===== src/rtl/pulse_seq.sv =====
// pulse_seq: plays a width/gap table as a pulse train into sigpulse, N passes or forever, abortable.
// Outputs are registered. Define PULSE_SEQ_TIMEOUT_EN to add the handshake watchdog that drives err.
module pulse_seq #(
  parameter int _RAM_WIDTH = 32,
  parameter int DEPTH      = 16,
  parameter int ADDR_W     = 4,
  parameter int GAP_W      = 16,
  parameter int REP_W      = 8,
  parameter int TIMEOUT    = 65535
) (
  input  logic                  io_clk,
  input  logic                  io_rst,
  input  logic                  wr_en,
  input  logic [ADDR_W-1:0]     wr_addr,
  input  logic [_RAM_WIDTH-1:0] wr_width,
  input  logic [GAP_W-1:0]      wr_gap,
  input  logic [ADDR_W:0]       num_entries,
  input  logic [REP_W-1:0]      repeat_cnt,
  input  logic                  start,
  input  logic                  abort,
  input  logic                  sp_valid,
  output logic                  sp_en,
  output logic [_RAM_WIDTH-1:0] sp_pulseWidth,
  output logic                  sp_dis,
  output logic                  busy,
  output logic                  done,
  output logic [ADDR_W-1:0]     cur_idx,
  output logic                  err
);

  typedef enum logic [2:0] {
    S_IDLE, S_ARM, S_WAIT_ACK, S_WAIT_DONE, S_GAP, S_FINISH
  } state_t;

  state_t                state, state_nx;
  logic [_RAM_WIDTH-1:0] tbl_width [DEPTH];
  logic [GAP_W-1:0]      tbl_gap   [DEPTH];
  logic [ADDR_W:0]       n_lat, n_nx;
  logic [REP_W-1:0]      rep_left, rep_nx;
  logic [GAP_W-1:0]      gap_cnt, gap_nx;
  logic [ADDR_W-1:0]     idx_nx;
  logic [_RAM_WIDTH-1:0] pw_nx;
  logic                  en_nx, dis_nx, done_nx, advance;

`ifdef PULSE_SEQ_TIMEOUT_EN
  localparam int WD_W = $clog2(TIMEOUT + 1);
  logic [WD_W-1:0] wd_cnt, wd_nx;
  logic            err_nx;
`endif

  // Table is frozen while a sequence runs so a pass never sees a half-updated pattern.
  always_ff @(posedge io_clk) begin
    if (wr_en && !busy) begin
      tbl_width[wr_addr] <= wr_width;
      tbl_gap[wr_addr]   <= wr_gap;
    end
  end

  always_comb begin
    state_nx = state;
    idx_nx   = cur_idx;
    n_nx     = n_lat;
    rep_nx   = rep_left;
    gap_nx   = gap_cnt;
    pw_nx    = sp_pulseWidth;
    en_nx    = 1'b0;
    dis_nx   = 1'b0;
    done_nx  = 1'b0;
    advance  = 1'b0;
`ifdef PULSE_SEQ_TIMEOUT_EN
    err_nx   = err;
    wd_nx    = '0;
`endif
    case (state)
      S_IDLE: begin
        if (start && !abort) begin
          idx_nx   = '0;
          n_nx     = num_entries;
          rep_nx   = repeat_cnt;
          state_nx = (num_entries == '0) ? S_FINISH : S_ARM;
`ifdef PULSE_SEQ_TIMEOUT_EN
          err_nx   = 1'b0;
`endif
        end
      end
      S_ARM: begin
        pw_nx = tbl_width[cur_idx];
        if (sp_valid) begin
          en_nx    = 1'b1;
          state_nx = S_WAIT_ACK;
        end
      end
      S_WAIT_ACK: begin
        if (!sp_valid) state_nx = S_WAIT_DONE;
      end
      S_WAIT_DONE: begin
        if (sp_valid) begin
          if (tbl_gap[cur_idx] == '0) begin
            advance = 1'b1;
          end else begin
            gap_nx   = tbl_gap[cur_idx] - 1'b1;
            state_nx = S_GAP;
          end
        end
      end
      S_GAP: begin
        if (gap_cnt == '0) advance = 1'b1;
        else               gap_nx  = gap_cnt - 1'b1;
      end
      S_FINISH: begin
        done_nx  = 1'b1;
        state_nx = S_IDLE;
      end
      default: state_nx = S_IDLE;
    endcase

    // rep_left of zero means the pattern loops until aborted.
    if (advance) begin
      if ({1'b0, cur_idx} != n_lat - 1'b1) begin
        idx_nx   = cur_idx + 1'b1;
        state_nx = S_ARM;
      end else if (rep_left == '0) begin
        idx_nx   = '0;
        state_nx = S_ARM;
      end else if (rep_left > REP_W'(1)) begin
        rep_nx   = rep_left - 1'b1;
        idx_nx   = '0;
        state_nx = S_ARM;
      end else begin
        state_nx = S_FINISH;
      end
    end

`ifdef PULSE_SEQ_TIMEOUT_EN
    if (state == S_WAIT_ACK || state == S_WAIT_DONE) begin
      wd_nx = wd_cnt + 1'b1;
      if (wd_cnt == WD_W'(TIMEOUT - 1)) begin
        state_nx = S_IDLE;
        dis_nx   = 1'b1;
        err_nx   = 1'b1;
      end
    end
`endif

    if (state != S_IDLE && abort) begin
      state_nx = S_IDLE;
      dis_nx   = 1'b1;
      en_nx    = 1'b0;
      done_nx  = 1'b0;
    end
  end

  // busy follows the next state so it drops together with the done pulse.
  always_ff @(posedge io_clk) begin
    if (!io_rst) begin
      state         <= S_IDLE;
      cur_idx       <= '0;
      n_lat         <= '0;
      rep_left      <= '0;
      gap_cnt       <= '0;
      sp_pulseWidth <= '0;
      sp_en         <= 1'b0;
      sp_dis        <= 1'b0;
      busy          <= 1'b0;
      done          <= 1'b0;
    end else begin
      state         <= state_nx;
      cur_idx       <= idx_nx;
      n_lat         <= n_nx;
      rep_left      <= rep_nx;
      gap_cnt       <= gap_nx;
      sp_pulseWidth <= pw_nx;
      sp_en         <= en_nx;
      sp_dis        <= dis_nx;
      busy          <= (state_nx != S_IDLE);
      done          <= done_nx;
    end
  end

`ifdef PULSE_SEQ_TIMEOUT_EN
  always_ff @(posedge io_clk) begin
    if (!io_rst) begin
      wd_cnt <= '0;
      err    <= 1'b0;
    end else begin
      wd_cnt <= wd_nx;
      err    <= err_nx;
    end
  end
`else
  assign err = 1'b0;
`endif

endmodule


===== config.mk =====
export PLATFORM = sky130hd
export DESIGN_NAME = pulse_seq
export DESIGN_NICKNAME = d
export VERILOG_FILES = /design/src/rtl/pulse_seq.sv
export SDC_FILE = /design/constraint.sdc
export NUM_CORES = 1
export LEC_CHECK = 0
export ABC_AREA = 1
export BUFFER_PORTS_ARGS = -buffer_cell sky130_fd_sc_hd__buf_2
export CELL_PAD_IN_SITES_DETAIL_PLACEMENT = 0
export CELL_PAD_IN_SITES_GLOBAL_PLACEMENT = 2
export CORE_ASPECT_RATIO = 1.5
export CORE_MARGIN = 3
export CORE_UTILIZATION = 46
export CTS_CLUSTER_SIZE = 10
export DETAILED_ROUTE_END_ITERATION = 8
export MAX_ROUTING_LAYER = met4
export PLACE_DENSITY_LB_ADDON = 0.1
export SLEW_MARGIN = 20
export SYNTH_ARGS = -nofsm -noshare
export SYNTH_HDL_FRONTEND = slang
export SYNTH_SLANG_ARGS = --single-unit

===== constraint.sdc =====
create_clock -name io_clk -period 9.85 [get_ports io_clk]
set_input_delay 1.97 -clock io_clk [delete_from_list [all_inputs] [get_ports io_clk]]
set_output_delay 1.97 -clock io_clk [all_outputs]
set_load 0.01 [all_outputs]

======== After elaboration in Yosys (flattened, before gate mapping) ========
Memories as Yosys holds them, arrays and structs flattened. A register that Yosys moved wholly into a read port is not among the register bits.
Index checks and enable logic that the tools add are counted.
storage, ports and cells
  memories ................................ 2
  register bits after elaboration ......... 40
  word-level logic and storage cells ...... 84
  bits in writable memories ............... 768
memory list
  name       depth  width  rd ports  clocked after memory_dff  wr ports  RTL line  RTL
  tbl_width  16     32     1         1                         1         36        logic [_RAM_WIDTH-1:0] tbl_width [DEPTH];
  tbl_gap    16     16     1         1                         1         37        logic [GAP_W-1:0] tbl_gap [DEPTH];
operators by class
  reduce and logical (&&, ||, !) cells .... 18
  mux-type cells .......................... 38
  order comparisons ....................... 1
  equal/unequal tests ..................... 9
  bitwise gates (word level) .............. 2
  $add $sub $neg .......................... 5
operator list
  cell                                                                   count
  16-bit two-way mux                                                     3
  8-bit two-way mux                                                      6
  3-bit two-way mux                                                      11
  16-bit logical NOT                                                     2
  16-bit one-hot mux with 2 select lines                                 1
  16-bit by 1-bit subtractor with 16-bit output (second input constant)  2
  4-bit two-way mux                                                      7
  3-bit one-hot mux with 5 select lines                                  1
  8-bit by 1-bit > comparator with 1-bit output (second input constant)  1
  8-bit logical NOT                                                      1
  1-bit two-way mux                                                      8
  8-bit by 1-bit subtractor with 8-bit output (second input constant)    1
  3-bit by 2-bit == test with 1-bit output (second input constant)       2
  3-bit == test (second input constant)                                  2
  2-bit != test (second input constant)                                  3
  3-bit nonzero test                                                     2
  5-bit logical NOT                                                      1
  4-bit by 5-bit != test with 1-bit output                               1
  5-bit by 1-bit subtractor with 5-bit output (second input constant)    1
  4-bit by 1-bit adder with 4-bit output (second input constant)         1
  4-bit AND reduction                                                    1
  3-bit by 1-bit == test with 1-bit output (second input constant)       1
  1-bit logical AND                                                      3
  1-bit logical NOT                                                      3
  other kinds (7)                                                        8

======== Depth between registers and ports, before layout ========
Gate-level depths: netlist of run 1.
  depth in word-level cells ............... 9
  gate-level depth with buffers ........... 21

======== Worst setup path after synthesis of run 1 ========
No wires, ideal clock.
  path type ............................... input port to flip-flop
  start point ............................. in wr_en
  end point ............................... mem tbl_gap[10][0] (enable)
  setup time .............................. 0.454 ns
  arrival time ............................ 4.348 ns
  stages .................................. 4
  path slack .............................. 5.048 ns
  required time ........................... 9.396 ns
  buffers on the path ..................... 0
  path through ............................ inv_1 -> nor2_1 -> nand3_1 -> nor2_1
between the ends
  word-level cells in the longest chain between the ends .. 3
ends and longest elaborated chain
  what                                     RTL line  RTL
  start, declared                          13        input logic wr_en,
  1-bit logical AND                        53        if (wr_en && !busy) begin
  1-bit two-way mux                        53
  1-bit two-way mux (not written as such)  55        tbl_gap[wr_addr] <= wr_gap;
  end, declared                            37
Every way passes these cells.

======== Worst setup path in the final report of run 1 ========
  start point ............................. reg cur_idx[0]
  end point ............................... reg rep_left[0]
between the ends
  word-level cells in the longest chain between the ends .. 3
ends and longest elaborated chain
  what                                      RTL line  RTL
  start, declared                           27        output logic [ADDR_W-1:0] cur_idx,
  start signal, assigned                    168       cur_idx <= idx_nx;
  4-bit by 5-bit != test with 1-bit output  119       if ({1'b0, cur_idx} != n_lat - 1'b1) begin
  8-bit two-way mux                         119
  8-bit two-way mux                         118       if (advance) begin
  end signal, assigned                      170       rep_left <= rep_nx;
  end, declared                             39        logic [REP_W-1:0] rep_left, rep_nx;
Every way passes these cells.
A chain may end at the register's enable or synchronous reset.

==> results of run 1 <==
==> synth_stat cells, types with 5 or more instances <==
master / n
a21oi_1: 19
buf_1: 15
buf_2: 20
buf_4: 10
buf_6: 18
clkbuf_1: 116
dfxtp_1: 72
edfxtp_1: 768
ha_1: 5
inv_1: 151
nand2_1: 402
nand3_1: 160
nand3_2: 6
nand4_1: 5
nor2_1: 465
nor3_1: 6
nor4_1: 7
o211ai_1: 13
o21ai_0: 378
o21ai_1: 35
o21ai_2: 6
o21bai_1: 34
o22ai_1: 154
o32ai_1: 6
xnor2_1: 8
xor2_1: 14
==> kinds of logic after synthesis <==
logic type	count (synthesis)	synth area share
and+or+nand+nor	1066	0.127
DFF	840	0.717
AOI/OAI and AO/OA	648	0.105
buffers and inverters	338	0.0433
xor gates and xnor gates	22	0.00564
adders and majority gates	5	0.00183
other	1	0.000110
==> flip-flops by register name, indices dropped and copies added (netlist names), 3 cells and up <==
signal         flops
gap_cnt           16
cur_idx            4
n_lat              5
tbl_width        512
state              3
rep_left           8
tbl_gap          256
sp_pulseWidth     32
==> cell type report <==
cell class	instances	area, um^2
diodes	1	2.50
clock buffers	172	2750
clock inverters	3	41.3
fillers	6379	34800
inverters	158	613
multi-input cells	1742	8320
flip-flops and latches	840	24500
well taps	984	1230
repair buffers	145	813
==> power by group through the flow <==
stage               registers (mW)  logic [mW]  clock network, mW
floorplan                     4.06       0.200                  0
global placement              4.06       0.362                  0
detailed placement            4.06       0.367                  0
CTS                           3.99       0.369               3.28
global route                  3.99       0.405               3.43
finish                        3.99       0.362               3.22
==> path summary, 6_finish.rpt <==
kind	from	endpoint	slack [ns]	cells past startpoint
min reg2reg	n_lat[3]$_SDFFE_PN0P_	n_lat[3]$_SDFFE_PN0P_	0.49	2
max reg2reg	cur_idx[0]$_SDFF_PN0_	rep_left[0]$_SDFF_PN0_	4.91	15
max	cur_idx[0]$_SDFF_PN0_	rep_left[0]$_SDFF_PN0_	4.91	15
min	n_lat[3]$_SDFFE_PN0P_	n_lat[3]$_SDFFE_PN0P_	0.49	2
==> worst max-delay path, delay by kind of cell (launching register included) <==
kind	cells	cell delay [ns]
buf+inv	2	1.70
simple gates	12	1.70
flops	1	0.97
compound gates	1	0.21
==> through the flow <==
step                cells  worst slack (ns)   util  hold slack (ns)
global route         4045              4.48  0.524            0.527
global placement     3869              4.98  0.485            0.485
CTS                  4044              4.95  0.524            0.495
floorplan            2920              5.05      -            0.452
finish               4045              4.91  0.524            0.490
detailed placement   3869              4.97  0.485            0.483
==> metal layers <==
layer  track usage  vias to the layer above  wire length, um
met1         0.291                    11200            37500
met4        0.0922                        0             3180
met3        0.0334                      162             4240
met2         0.416                      633            47400
li1              -                    10500                -
met5             -                        -                0
==> impl_metrics.tcl, run 1 <==
set metrics [dict create \
    routed_via_density 5.54 \
    powerDensity_nw_per_um2 198 \
    clkPwrFrac 0.425 \
    vias 22400 \
    yosys-top-cells-area "edfxtp_1 67%, o21ai_0 5.5%, nor2_1 5.1%" \
    syn-instance-count 2920 \
    critPathMaxFanout 97 \
    die_x_um 229 \
    htreeDepth 3 \
    hp-class "reg2reg" \
    clk_transition_reported_paths_ns 0.06 \
    slowest_stage "dfxtp_4" \
    seqPwrFrac 0.527 \
    postCtsHoldBufs 0 \
    start_util 0.467 \
    rsz0062_at_grt "false" \
    mostFrequentLayoutCells "768 x edfxtp_1, 448 x nor2_1, 402 x nand2_1, 378 x o21ai_0, 160 x nand3_1" \
    hold_viol 0 \
    period_needed_ns 4.94 \
    ys_types 40 \
    finalCritPeriodShare 0.501 \
    power_switching_mw 1.64 \
    power.internal_mw 5.93 \
    avgSynthCellArea_um2 11.7 \
    die-height_um 340 \
    critPathKind "reg2reg" \
    cts_root_buffer "clkbuf_16" \
    fin_skew_ns 0.0250 \
    cp.arrival_ns 5.47 \
    synth.top_cell.area_share 0.675 \
    switching_share 0.217 \
    wl_per_cell_um 22.8 \
    p_leak_nw 13.7 \
    drive_gt1_frac 0.0984 \
    fmax_mhz 202 \
    synthesis.area_um2 34200 \
    fin_total_pwr_mw 7.57 \
    rows 121 \
    cts_resized 0 \
    cts_setup_buffers 0 \
    synth-seq-cells 840 \
    ioPinCount 112 \
    synth-edff-count 768 \
    final_common_cell "edfxtp_1" \
    grt_remaining_overflow 0 \
    wirelength_um 92300 \
    ir_drop_v 0.000145 \
    yosysSeqAreaShare 0.717 \
    tritoncts "done" \
    area_growth_pct 12.0 \
    slew_viol_final 0 \
    critPathMaxStageDelay_ns 0.97 \
    cts_max_path_buffers 3 \
    final_area_um2 38300 \
    grt_max_degree 148 \
    crit_required_ns 10.38 \
    grt_pass1_wl_um 139000 \
    comb_power_share 0.048 \
    syn-num-nets 2996 \
    post-route-drc-count 0 \
    yosys.area.top_type "edfxtp_1" \
    worstMarginPinSlew_ns 1.05 \
    ant_nets 0 \
    clock-sinks 840 \
    track_usage 0.242 \
    worstSetupEndpointType "flop" \
    cts_buffers 94 \
    place_area_um2 35500 \
    maxCapViolCount 0 \
    clk_latency_ns 0.65 \
    finalSetupViolCount 0 \
    dp_hpwl_um 47400 \
    die-area_um2 77700 \
    run_status "finished clean" \
    async_reset_ff_frac 0 \
    fin_nets 3057 \
    cp-start-kind "flop" \
    drt-initial-drc-count 1865 \
    relSlewSlack 0.301 \
    coreArea_um2 73100 \
    drt-pass1-iter-count 5 \
    routabilityCongestion 0.805 \
    finalSetupTns_ns 0 \
    cp_cell_sequence "buf_4 > buf_4 > nand2_1 > nand3_1 > nand3_1 > nand3_1 > nand2_1 > nor2_1 > nand2_1 > nor2_2 > nand3_2 > nand2_2 > nand3_2 > o21ai_0 > nor2_1" \
    io_buffers 110 \
    synth_ff_type "edfxtp_1" \
    grt_pass1_vias 22700 \
    yosysWarnings 0 \
    antenna_found_initial 4 \
]
Power figures use the tool's default switching activity.
==> run 2: changes to the inputs <==
CORE_UTILIZATION = 39   (was 46)
clock period = 4.2 ns   (was 9.85 ns; I/O delays follow)
==> run 2 against run 1 <==
Compared with the run above:
- die area up 18%
- largest power group unchanged
- non-clock buffer count increased by 26
- clock skew hardly changed
- final cell count grew 4.7%
- count of clock-buffer cells in the layout is 7 lower
- total power increased by 140%
- worst hold slack lost 0.062 ns
- clock power is 140% higher
- combinational power up 140%
- wire length is 11% higher
- first-iteration DRC count is 13% lower
- flip-flop and latch count unchanged
==> impl_metrics.tcl, run 2 (synthesis results as in run 1) <==
set metrics [dict create \
    cts_root_buffer "clkbuf_16" \
    regMostFlops "tbl_width" \
    maxCapViolCount 0 \
    run_status "finished clean" \
    top_regs "tbl_width x512, tbl_gap x256, sp_pulseWidth x32" \
    wirelength_um 102000 \
    cts_setup_buffers 0 \
    fin_total_pwr_mw 17.8 \
    switching_share 0.224 \
    critPathMaxStageDelay_ns 0.48 \
    wl_per_cell_um 24.2 \
    period_needed_ns 3.43 \
    ff2ff_path_depth 15 \
    largest_reg_flops 512 \
    cts_max_path_buffers 3 \
    post-route-drc-count 0 \
    die-area_um2 91300 \
    worst_slack_ns 0.770 \
    antenna_found_initial 15 \
    dp_hpwl_um 53000 \
    seqPwrFrac 0.524 \
    ir_drop_v 0.000327 \
    pre_cts_ws_ns 0.777 \
    critPathLaunch "cur_idx[0]$_SDFF_PN0_" \
    r2r-start "cur_idx[0]$_SDFF_PN0_" \
    hold_viol 0 \
    layout.cells.non_filler 4234 \
    fin_nets 3084 \
    postCtsHoldBufs 0 \
    finalSetupTns_ns 0 \
    drt-initial-drc-count 1614 \
    rsz0062_at_grt "false" \
    cts_resized 0 \
    clk_latency_ns 0.69 \
    final_common_cell "edfxtp_1" \
    area_growth_pct 14.0 \
    relSlewSlack 0.294 \
    worstMarginPinSlew_ns 1.06 \
    fillers 8081 \
    powerDensity_nw_per_um2 458 \
    grt_remaining_overflow 0 \
    grt_pass1_wl_um 151000 \
    clkPwrFrac 0.427 \
    track_usage 0.232 \
    critPathBufInv 2 \
    worstSetupEndpointType "flop" \
    critPathMaxFanout 114 \
    power.internal_mw 13.9 \
    finalCritPeriodShare 0.817 \
    grt_use_met3 0.0314 \
    ant_nets 0 \
    grt_max_degree 161 \
    seqCellArea_um2 24500 \
    mostFrequentLayoutCells "768 x edfxtp_1, 448 x nor2_1, 402 x nand2_1, 378 x o21ai_0, 160 x nand3_1" \
    grtUsageMet2 0.401 \
    clk_transition_reported_paths_ns 0.06 \
    cp.arrival_ns 4.00 \
    rows 132 \
    hp-class "in2reg" \
    die_x_um 248 \
    critPathKind "reg2reg" \
    cts_buffers 95 \
    clock-sinks 840 \
    routed_via_density 5.35 \
    hold_depth 3 \
    dpl.cell_count 4050 \
    grt_pass1_vias 23000 \
    comb_power_share 0.050 \
    htreeDepth 3 \
    busiest_layer "met2" \
    slew_viol_final 0 \
    finalSetupViolCount 0 \
    die-height_um 369 \
    multi_input_area_um2 8320 \
    cp_cell_sequence "clkinv_8 > buf_4 > nand2_1 > nand3_1 > nand3_1 > nand3_1 > nand2_1 > nor2_1 > nand2_1 > nor2_2 > nand3_2 > nand2_2 > nand3_2 > o21ai_0 > nor2_1" \
    start_util 0.395 \
    crit_cells 15 \
    fin_skew_ns 0.0254 \
    tritoncts "done" \
    cp-start-kind "flop" \
    use_met1 0.282 \
    worstHoldStart "num_entries[4]" \
    drive_gt1_frac 0.106 \
    critPathTopFamily "simple AND/OR/NAND/NOR gates" \
    ioPinCount 112 \
    routabilityCongestion 0.780 \
    fmax_mhz 292 \
    p_leak_nw 13.9 \
    coreArea_um2 86500 \
    power_switching_mw 3.99 \
    drt-pass1-iter-count 5 \
    io_buffers 110 \
    vias 22700 \
    crit_required_ns 4.77 \
    slowest_stage "dfxtp_4" \
]
[run 2: changes by cell type in the layout (fill, tap and decap cells not counted), moves of 2 or more]
cell	change
buf_12	+22
buf_4	+4
clkbuf_1	-5
clkbuf_16	-2
clkinv_1	+3
diode_2	+9
inv_16	+2
[run 2: routing by layer]
layer,wire length (um),up-vias
li1,-,10600
met1,42800,11400
met2,52600,522
met3,4370,144
met4,2600,0
met5,0,-
[run 2: final cells by class]
class                      count  area share
tap                         1139      0.0366
inverter                     158      0.0157
clock inverter                 9     0.00270
multi-input combinational   1742       0.213
timing repair buffer         171      0.0329
sequential                   840       0.629
antenna                       10    0.000642
clock buffer                 165      0.0688
[run 2: worst register-to-register path, cell delays in order, from the launching register on]
cell	delay (ns)
dfxtp_4	0.48
clkinv_8	0.43
buf_4	0.56
nand2_1	0.11
nand3_1	0.08
nand3_1	0.09
nand3_1	0.12
nand2_1	0.06
nor2_1	0.12
nand2_1	0.08
nor2_2	0.30
nand3_2	0.15
nand2_2	0.25
nand3_2	0.20
o21ai_0	0.25
nor2_1	0.06
[run 2: final timing paths]
kind | end | slack [ns]
hold / removal | n_lat[4]$_SDFFE_PN0P_ | 0.43
hold reg to reg | gap_cnt[4]$_SDFFE_PN0P_ | 0.49
setup reg to reg | rep_left[2]$_SDFF_PN0_ | 0.77
setup / recovery | rep_left[2]$_SDFF_PN0_ | 0.77
[run 2: power by group through the flow]
stage | registers [mW] | logic, mW | clock network [mW]
2_1_floorplan | 9.53 | 0.469 | 0
3_3_place_gp | 9.52 | 0.890 | 0
3_5_place_dp | 9.52 | 0.900 | 0
4_1_cts | 9.35 | 0.904 | 7.81
5_1_grt | 9.36 | 0.988 | 8.13
6_report | 9.35 | 0.886 | 7.61
[run 2: per-stage QoR]
step,instance area (um^2),util,hold WS (ns)
after floorplan,34200,-,0.452
after global placement,36200,0.418,0.482
after detailed placement,36200,0.418,0.489
after CTS,38900,0.450,0.382
after global routing,39000,0.450,0.428
final,39000,0.450,0.428
==> run 3: changes to the inputs <==
ABC_AREA = 0   (was 1)
CORE_UTILIZATION = 44   (was 39)
clock period = 2.8 ns   (was 4.2 ns; I/O delays follow)
==> run 3 against run 2 <==
Compared with the run above:
- the flow now finishes with violations (negative setup slack)
- sequential power is 49% higher
- critical path depth is 6 lower
- first-iteration DRC count is 26% lower
- critical endpoint is now cur_idx[2]$_SDFF_PN0_
- largest power group unchanged
==> impl_metrics.tcl, run 3 <==
set metrics [dict create \
    dpl.cell_count 2777 \
    antenna_found_initial 12 \
    whs_ns 0.155 \
    critPathMaxFanout 6 \
    synth.top_cell.area_share 0.707 \
    synth-edff-count 768 \
    fmax_mhz 320 \
    violations "negative setup slack" \
    power.internal_mw 20.5 \
    fin_total_pwr_mw 25.7 \
    synth_ff_type "edfxtp_1" \
    yosys.area.top_type "edfxtp_1" \
    r2r-end "cur_idx[2]$_SDFF_PN0_" \
    switching_share 0.201 \
    post-route-drc-count 0 \
    ys_types 69 \
    clkPwrFrac 0.429 \
    synth_common_cells "768 x edfxtp_1, 222 x mux4_2, 119 x nand2_1" \
    top_regs "tbl_width x512, tbl_gap x256, sp_pulseWidth x32" \
    fillers 5835 \
    syn-num-nets 1692 \
    area_growth_pct 20.4 \
    layout.cells.non_filler 2982 \
    finalCritPeriodShare 1.11 \
    cts_root_buffer "clkbuf_16" \
    grt_pass1_wl_um 119000 \
    grt_max_degree 54 \
    cp-start-kind "flop" \
    htreeDepth 3 \
    start_util 0.447 \
    clk_latency_ns 0.64 \
    avgSynthCellArea_um2 20.2 \
    r2r-start "cur_idx[0]$_SDFF_PN0_" \
    cp.arrival_ns 3.69 \
    cp_cell_sequence "buf_6 > mux4_2 > o21ai_2 > o21bai_4 > a22oi_2 > or4_4 > o41a_1 > or4b_1 > o21ai_1" \
    worstMarginPinSlew_ns 0.877 \
    die-area_um2 77500 \
    synth-seq-cells 840 \
    vias 16600 \
    maxCapViolCount 0 \
    finalSetupTns_ns -6.25 \
    seqCellArea_um2 24500 \
    ioPinCount 112 \
    clock-sinks 840 \
    slew_viol_final 0 \
    rsz0062_at_grt "true" \
    cts_max_path_buffers 3 \
    hold_end "done$_SDFF_PP0_" \
    io_buffers 110 \
    slowest_stage "or4_4" \
    final_common_cell "edfxtp_1" \
    power_switching_mw 5.15 \
    critPathMaxStageDelay_ns 0.58 \
    synthesis.area_um2 32600 \
    routed_via_density 5.56 \
    ir_drop_v 0.000429 \
    fin_skew_ns 0.0229 \
    drt-initial-drc-count 1196 \
    drt-pass1-iter-count 5 \
    relSlewSlack 0.416 \
    rrSetupSlack_ns -0.32 \
    worstHoldStart "abort" \
    wl_per_cell_um 26.9 \
    postCtsHoldBufs 0 \
    die-height_um 339 \
    grt_pass1_vias 17600 \
    critPathBufInv 1 \
    comb_power_share 0.029 \
    critPathTopFamily "simple AND/OR/NAND/NOR gates" \
    yosys-top-cells-area "edfxtp_1 71%, mux4_2 15%, dfxtp_1 4.4%" \
    async_reset_ff_frac 0 \
    powerDensity_nw_per_um2 654 \
    wirelength_um 80400 \
    ff2ff_path_depth 9 \
    yosysSeqAreaShare 0.751 \
    die_x_um 228 \
    drive_gt1_frac 0.359 \
    period_needed_ns 3.12 \
    crit_required_ns 3.37 \
    multi_input_area_um2 8230 \
    seqPwrFrac 0.542 \
    p_leak_nw 12.5 \
    worst_slack_ns -0.320 \
    largest_reg_flops 512 \
    ant_nets 0 \
    track_usage 0.215 \
    critPathKind "reg2reg" \
    tritoncts "done" \
    finalSetupViolCount 30 \
    dp_hpwl_um 44800 \
    grt_remaining_overflow 0 \
    hold_viol 0 \
    run_status "complete, but fails checks" \
    rows 121 \
    fin_nets 1992 \
    cts_buffers 95 \
    regMostFlops "tbl_width" \
    clk_transition_reported_paths_ns 0.06 \
    routabilityCongestion 0.747 \
    hold_depth 2 \
    worstSetupEndpointType "flop" \
    coreArea_um2 73000 \
    yosysMostFrequentCell "edfxtp_1" \
    mostFrequentLayoutCells "768 x edfxtp_1, 222 x mux4_2, 114 x nand2_1, 114 x buf_4, 111 x buf_2" \
    syn-instance-count 1616 \
    yosysWarnings 0 \
    hp-class "in2reg" \
]
==> run 3: changes by cell type after synthesis, moves of 13 or more <==
cell,change
nor2_1,-424
o21ai_0,-367
nand2_1,-283
mux4_2,+222
o22ai_1,-152
inv_1,-144
nand3_1,-134
clkbuf_1,-63
o21bai_1,-33
o21ai_1,-32
a21oi_1,+31
mux2i_1,+26
a22oi_1,+20
buf_6,-13
==> run 3: layer usage <==
layer	global-route usage	vias up	share of wire
li1	-	7295	-
met3	0.0354	107	0.046
met1	0.270	8783	0.41
met2	0.370	404	0.53
met4	0.0513	0	0.018
met5	-	-	0
==> run 3: repair_timing <==
action	CTS	global route
gates cloned	2	0
endpoints found under the setup margin	32	42
gates resized for setup	51	37
setup buffers	16	8
pin swaps	16	15
==> run 3: cell families after synthesis <==
family | Yosys count | synth area share
AND/OR/NAND/NOR | 268 | 0.0387
XOR/XNOR | 15 | 0.00403
buffers and inverters | 96 | 0.0132
multiplexers | 252 | 0.163
flip-flops | 840 | 0.751
other | 1 | 0.000115
adder cells (fa/ha/maj) | 5 | 0.00192
AO/OA/AOI/OAI | 139 | 0.0279
==> run 3: layout make-up <==
class                           instances  area share
Timing Repair Buffer                  288      0.0642
Antenna cell                            9    0.000573
Inverter                               10    0.000956
Clock buffer                          164      0.0682
Tap cell                              984      0.0314
Clock inverter                          6    0.000733
Sequential cell                       840       0.624
Multi-Input combinational cell        681       0.210
==> run 3: power groups by stage <==
stage / logic [mW] / registers [mW] / clock network (mW)
after floorplan: 0.291 / 14.2 / 0
after global placement: 0.738 / 14.2 / 0
after detailed placement: 0.758 / 14.2 / 0
after CTS: 0.768 / 13.9 / 11.3
after global routing: 0.826 / 13.9 / 11.8
final: 0.756 / 13.9 / 11.0
==> run 3: how the worst max path moves through the flow <==
stage,startpoint,cells past startpoint,end
4_1_cts,cur_idx[0]$_SDFF_PN0_,8,gap_cnt[7]$_SDFFE_PN0P_
3_5_place_dp,cur_idx[0]$_SDFF_PN0_,11,gap_cnt[4]$_SDFFE_PN0P_
2_1_floorplan,wr_addr[1],2,tbl_gap[4][0]$_DFFE_PP_
6_report,cur_idx[0]$_SDFF_PN0_,9,cur_idx[2]$_SDFF_PN0_
5_1_grt,cur_idx[0]$_SDFF_PN0_,9,cur_idx[2]$_SDFF_PN0_
3_3_place_gp,cur_idx[1]$_SDFF_PN0_,11,gap_cnt[14]$_SDFFE_PN0P_
==> run 3: stage by stage <==
step	cell area, um^2	utilization	setup WS (ns)
floorplan	32900	-	-0.698
global placement	35900	0.492	-0.440
detailed placement	35900	0.492	-0.471
CTS	39000	0.535	-0.328
global route	39300	0.538	-0.399
finish	39300	0.538	-0.320
